$ cat src/rtl/cipher_frame_feeder.sv
// Byte feeder for a cipher core: small input FIFO, frame tracking with a
// FRAME_MAX length cap, and a two-stage output pipeline aligned to the core.
module cipher_frame_feeder #(
  parameter int unsigned DEPTH     = 4,
  parameter int unsigned FRAME_MAX = 256
) (
  input  logic        clk,
  input  logic        reset_n,
  input  logic        s_valid,
  output logic        s_ready,
  input  logic [7:0]  s_data,
  input  logic        s_last,
  output logic [7:0]  core_data,
  output logic        core_en,
  output logic        ct_valid,
  output logic        ct_last,
  output logic [15:0] frame_len,
  output logic        frame_done,
  output logic        err_overlong
);

  localparam int unsigned AW = (DEPTH > 1) ? $clog2(DEPTH) : 1;
  localparam logic [AW:0]  FULL_CNT = (AW+1)'(DEPTH);
  localparam logic [15:0]  FM16     = 16'(FRAME_MAX);

  typedef enum logic [1:0] {IDLE, ACTIVE, TRUNC} state_t;

  state_t        state, state_nxt;
  logic [8:0]    mem [DEPTH];
  logic [AW-1:0] wr_ptr, rd_ptr;
  logic [AW:0]   count;
  logic          full, empty, push, pop;
  logic          head_last;
  logic [7:0]    head_data;
  logic [15:0]   byte_cnt, cnt_nxt;
  logic          emit, at_max, end_frame, trunc_frame;
  logic          s1_last, s1_trunc;
  logic [15:0]   s1_len;

  // No pass-through: a full FIFO refuses input even if it pops this cycle.
  assign full    = (count == FULL_CNT);
  assign empty   = (count == '0);
  assign s_ready = reset_n & ~full;
  assign push    = s_valid & s_ready;
  assign pop     = ~empty;

  assign head_last = mem[rd_ptr][8];
  assign head_data = mem[rd_ptr][7:0];

  always_ff @(posedge clk) begin
    if (push) mem[wr_ptr] <= {s_last, s_data};
  end

  always_ff @(posedge clk or negedge reset_n) begin
    if (!reset_n) begin
      wr_ptr <= '0;
      rd_ptr <= '0;
      count  <= '0;
    end else begin
      if (push) wr_ptr <= wr_ptr + AW'(1);
      if (pop)  rd_ptr <= rd_ptr + AW'(1);
      case ({push, pop})
        2'b10:   count <= count + 1'b1;
        2'b01:   count <= count - 1'b1;
        default: count <= count;
      endcase
    end
  end

  // FSM: state register
  always_ff @(posedge clk or negedge reset_n) begin
    if (!reset_n) state <= IDLE;
    else          state <= state_nxt;
  end

  // FSM: next state
  always_comb begin
    state_nxt = state;
    if (pop) begin
      case (state)
        IDLE, ACTIVE: begin
          if (head_last)   state_nxt = IDLE;
          else if (at_max) state_nxt = TRUNC;
          else             state_nxt = ACTIVE;
        end
        TRUNC:   if (head_last) state_nxt = IDLE;
        default: state_nxt = IDLE;
      endcase
    end
  end

  // FSM: outputs. A pop from IDLE starts a new frame at count 1.
  always_comb begin
    cnt_nxt     = (state == IDLE) ? 16'd1 : byte_cnt + 16'd1;
    at_max      = (cnt_nxt == FM16);
    emit        = pop && (state != TRUNC);
    end_frame   = emit && (head_last || at_max);
    trunc_frame = emit && !head_last && at_max;
  end

  always_ff @(posedge clk or negedge reset_n) begin
    if (!reset_n) byte_cnt <= '0;
    else if (emit) byte_cnt <= cnt_nxt;
  end

  // Stage 1 feeds the core; stage 2 lines up with the core's data_out.
  always_ff @(posedge clk or negedge reset_n) begin
    if (!reset_n) begin
      core_en      <= 1'b0;
      core_data    <= '0;
      s1_last      <= 1'b0;
      s1_trunc     <= 1'b0;
      s1_len       <= '0;
      ct_valid     <= 1'b0;
      ct_last      <= 1'b0;
      frame_done   <= 1'b0;
      err_overlong <= 1'b0;
      frame_len    <= '0;
    end else begin
      core_en      <= emit;
      core_data    <= emit ? head_data : '0;
      s1_last      <= end_frame;
      s1_trunc     <= trunc_frame;
      s1_len       <= cnt_nxt;
      ct_valid     <= core_en;
      ct_last      <= s1_last;
      frame_done   <= s1_last;
      err_overlong <= s1_trunc;
      if (s1_last) frame_len <= s1_len;
    end
  end

endmodule

$ cat config.mk
export PLATFORM = sky130hd
export DESIGN_NAME = cipher_frame_feeder
export DESIGN_NICKNAME = d
export VERILOG_FILES = /design/src/rtl/cipher_frame_feeder.sv
export SDC_FILE = /design/constraint.sdc
export NUM_CORES = 1
export LEC_CHECK = 0
export ABC_CLOCK_PERIOD_IN_PS = 1900
export CAP_MARGIN = 40
export CELL_PAD_IN_SITES_DETAIL_PLACEMENT = 0
export CELL_PAD_IN_SITES_GLOBAL_PLACEMENT = 1
export CORE_MARGIN = 1
export CORE_UTILIZATION = 35
export CTS_CLUSTER_DIAMETER = 200
export DETAILED_ROUTE_END_ITERATION = 6
export PLACE_DENSITY = 0.69
export SETUP_SLACK_MARGIN = 0.5
export SYNTH_ARGS = -nofsm -noshare
export SYNTH_HDL_FRONTEND = slang
export SYNTH_SLANG_ARGS = --single-unit
$ cat constraint.sdc
create_clock -name clk -period 1.9 [get_ports clk]
set_input_delay 0.38 -clock clk [delete_from_list [all_inputs] [get_ports clk]]
set_output_delay 0.38 -clock clk [all_outputs]
set_load 0.005 [all_outputs]
==> metrics list <==
- The number of nets handed over by synthesis was 343.
- Walking the worst path, the cells encountered are ha_4, nor4_1, o21ai_0, a2111o_1, nor4_4, nor3b_2.
- Largest net degree at the start of global routing: 41
* Ant. Diodes: 0
* Area of all placed cells without fillers: 6546 µm²
- For this configuration, the core starts out at a cell density of 0.3636.
- Logic depth of the worst register-to-register path: 6
* Max rail drop VDD: 555.8 µV
* Highest achievable clock rate: 476.7 MHz
* Type of element launching the critical path: register
* Final net count: 478
* Pwr dens: 1211 nW/µm²
* Core Region: 12,210 µm²
- The clock passes through at most 2 buffers.
- For this run, the detailed router's first-pass iteration total came to 4.
- Synthesis produced 324 cells.
- TritonCTS sink count: 107
- The floorplan step set the die width to 114.6 µm.
- Clock root cell: sky130_fd_sc_hd__clkbuf_16
* Die area: 13,140 µm²
* Static Leakage: 2.876 nW
- Layout overhead on the synthesized area: 47.42%
- Inst Count DP: 573
- The share of the Yosys chip area taken by registers is 0.6436.
- The share of the synthesized area in compound gates (AO/OA/AOI/OAI) is 0.04086.
* XOR/XNOR share of the synthesized area: 0.04339
- Setup violations remaining at the end of the flow were counted as 6.
- Measured slew at the worst slew-check pin: 558.0 ps
- Critical path class: register to register
- Final critical delay including setup and external delays: 2098 ps
- Measured along the y axis, the die boundary spans 114.6 µm.
* Routed wire per std cell: 16.18 µm
- In this run the remaining antenna-violating nets after routing total 0.
- Number of H-tree levels: 3
* Top cells by count, synth: sky130_fd_sc_hd__dfrtp_1 (71), sky130_fd_sc_hd__edfxtp_1 (36), sky130_fd_sc_hd__nand2_1 (33), sky130_fd_sc_hd__nor2_1 (21), sky130_fd_sc_hd__mux2_2 (16)
* Area contributors post-synth: sky130_fd_sc_hd__dfrtp_1 (40%), sky130_fd_sc_hd__edfxtp_1 (24%), sky130_fd_sc_hd__mux4_2 (4.6%)
* Mean cell area of the mapped netlist: 13.71 µm²
- Post-route setup slack: -197.9 ps
* Mux cell area share after synthesis: 0.09298
- During placement, the flow inserted port buffers numbering 41.
- The via count of the first global-routing pass was 3,039.
- In the global route stage, overall resource usage came out at 0.1619.
- Slew Viols, Final: 0
- The congestion estimate from routability-driven global placement came to 0.8166.
- Setup repair after global routing missed its margin: true
- In this design, the stage delay of the slowest critical-path cell is 460 ps.
- Standard-cell rows: 40
- The cell area that synthesis handed to floorplanning was 4441 µm².
- The later pin in the worst-skew pair is clocked with a latency of 350 ps.
- Post-synthesis adder-cell area fraction: 0.02141
* Number of fill cells in the layout: 1,035
- The number of antenna violations at the first check in global routing came to 0.
- For this run, asynchronously set or reset flops after synthesis account for 0.6636.
- For this run, design rule violations remaining after detail routing come to 0.
- The final reports fail on setup timing.
- Cell with the largest stage delay on the worst path: sky130_fd_sc_hd__a2111o_1
- Main combinational cell family by area after synthesis: simple AND/OR/NAND/NOR gates
- In this run the worst path has a maximum fanout of 5.
- Number of different library cells in the post-synthesis netlist: 50
- Global-route wire length before repair: 15,810 µm
- Max-cap violations in this run came to 0.
* Clock tree from TritonCTS: yes
* Number of standard cells in the layout, taps in and fillers out: 632
- Number of hold buffers added after cts: 0
* Flip-flop cell with the highest count after synthesis: sky130_fd_sc_hd__dfrtp_1
* Proportion of layout cells with a drive suffix above 1: 0.4612
- Clock-pin slew was measured on the worst setup and hold paths at 70 ps.
- Of the total synthesized cell area, the portion taken by AND, OR, NAND and NOR gates is 0.1291.
- sky130_fd_sc_hd__dfrtp_1 is the most common cell in the netlist.
* Clock buffer count from CTS: 9
- Data required time of the worst path: 2170 ps
* Vias per cell: 4.752
- Residual overflow from global routing: 0
* Clock Skew: 8.369 ps
* Hpwl dp: 5960 µm
- Yosys warning count: 0
- Summing all placed instances gives a cell area of 5497 µm².
- Via count: 3,003
* Hold Fails Final Rpt: 0
- Data on the critical path arrives at its endpoint at 2370 ps.
- Path category of the worst min-delay check: input port to asynchronous set/reset pin
- The synthesized design spends more area on one cell type than any other, namely sky130_fd_sc_hd__dfrtp_1.
* Status: finished, violations left
- For this block, the initial DRC count from the detailed router was 135.
- The worst setup path is captured at a register.
* Proportion of netlist area held by the largest area contributor: 0.4001
- IO Pins: 42
- Synth Register Bits: 107
* Period utilization: 1.104
- Measured against its own limit, the worst slew margin works out to 0.6280.
* EDFF count, synth: 36
- Wires add up to 10,230 µm.
[layout by cell type (no fill, tap or decap), drive strengths merged, types with 2 or more instances in the layout]
cell type / instances
mux2: 16
nand4: 4
nor4: 8
nand3: 7
or3: 2
dfrtp: 71
clkdlybuf4s15: 6
or2: 2
a31oi: 3
ha: 6
inv: 13
and2: 10
nor2b: 2
mux2i: 3
clkdlybuf4s50: 10
o21ai: 6
and3: 6
buf: 100
clkinvlp: 4
nor2: 21
clkbuf: 11
edfxtp: 36
nor3: 5
xor2: 10
o31ai: 3
a32o: 2
xnor2: 12
clkinv: 3
dlygate4sd2: 23
nand2: 34
mux4: 9
[per-stage QoR]
| step | setup WS (ps) | hold WS (ps) | utilization | TNS, ps | power (mW) |
|---|---|---|---|---|---|
| after floorplan | -160.8 | 84.41 | - | -517.6 | 4.381 |
| after global routing | -320.3 | 124.0 | 0.5361 | -1806 | 8.347 |
| after detailed placement | -303.1 | 353.7 | 0.4501 | -1433 | 5.438 |
| final | -197.9 | 92.84 | 0.5361 | -811.5 | 7.928 |
| after global placement | -210.2 | 359.7 | 0.4485 | -961.4 | 5.372 |
| after CTS | -231.0 | 114.2 | 0.5123 | -868.6 | 7.688 |
[worst max-delay path: cells and delay by family (launching register included)]
family | cells | cell delay, ps
AOI/OAI and AO/OA | 2 | 640
and+or+nand+nor | 3 | 750
DFF | 1 | 450
adders and majority gates | 1 | 190
[report_power, final]
part	switching (mW)	total [mW]	internal (mW)
logic	1.35	3.12	1.77
clock network	0.854	1.76	0.906
registers	0.256	3.05	2.79
total	2.46	7.93	5.46
[sequential cells by signal (all words and copies together) (netlist names)]
name / cells
byte_cnt: 16
core_data: 8
core_en: 1
count: 3
ct_valid: 1
err_overlong: 1
frame_done: 1
frame_len: 16
mem: 36
rd_ptr: 2
s1_last: 1
s1_len: 16
s1_trunc: 1
state: 2
wr_ptr: 2
[per-layer routing]
layer	GRT usage	up-vias	share of wire	wire length (µm)
met1	0.2103	1527	0.44	4537
met2	0.2695	48	0.52	5280
met3	0.02170	16	0.024	249
met4	0.07532	0	0.016	159
li1	-	1412	-	-
met5	0	-	0	0
[final timing paths]
kind,start,endpoint,slack (ps)
hold / removal,reset_n,frame_len[6]$_DFFE_PN0P_,90
setup reg to reg,byte_cnt[0]$_DFFE_PN0P_,s1_trunc$_DFF_PN0_,-200
max in group asynchronous,reset_n,byte_cnt[2]$_DFFE_PN0P_,1230
min in group clk,core_en$_DFF_PN0_,ct_valid$_DFF_PN0_,380
hold reg to reg,core_en$_DFF_PN0_,ct_valid$_DFF_PN0_,380
setup / recovery,byte_cnt[0]$_DFFE_PN0P_,s1_trunc$_DFF_PN0_,-200
[cell families after synthesis]
group | Yosys count
compound gates | 25
xor+xnor | 22
fa+ha+maj | 7
buf+inv | 30
flops | 107
mux | 28
simple gates | 105
[repair_timing]
item,CTS,global route
cloned,7,1
setup buffers,25,10
pin swaps,31,12
resized for setup,107,40
setup endpoints to repair,105,83
[final cells by class]
cell class | count | area, µm² | share of cell area
clock inverter | 6 | 50.05 | 0.007645
timing repair buffer | 140 | 1338 | 0.2043
multi-input combinational | 187 | 1783 | 0.2724
inverter | 12 | 56.30 | 0.008601
sequential | 107 | 2865 | 0.4377
clock buffer | 10 | 229.0 | 0.03498
tap | 168 | 210.2 | 0.03211
timing repair inverter | 2 | 15.01 | 0.002294
No activity file was read; power rests on OpenSTA's default activity.
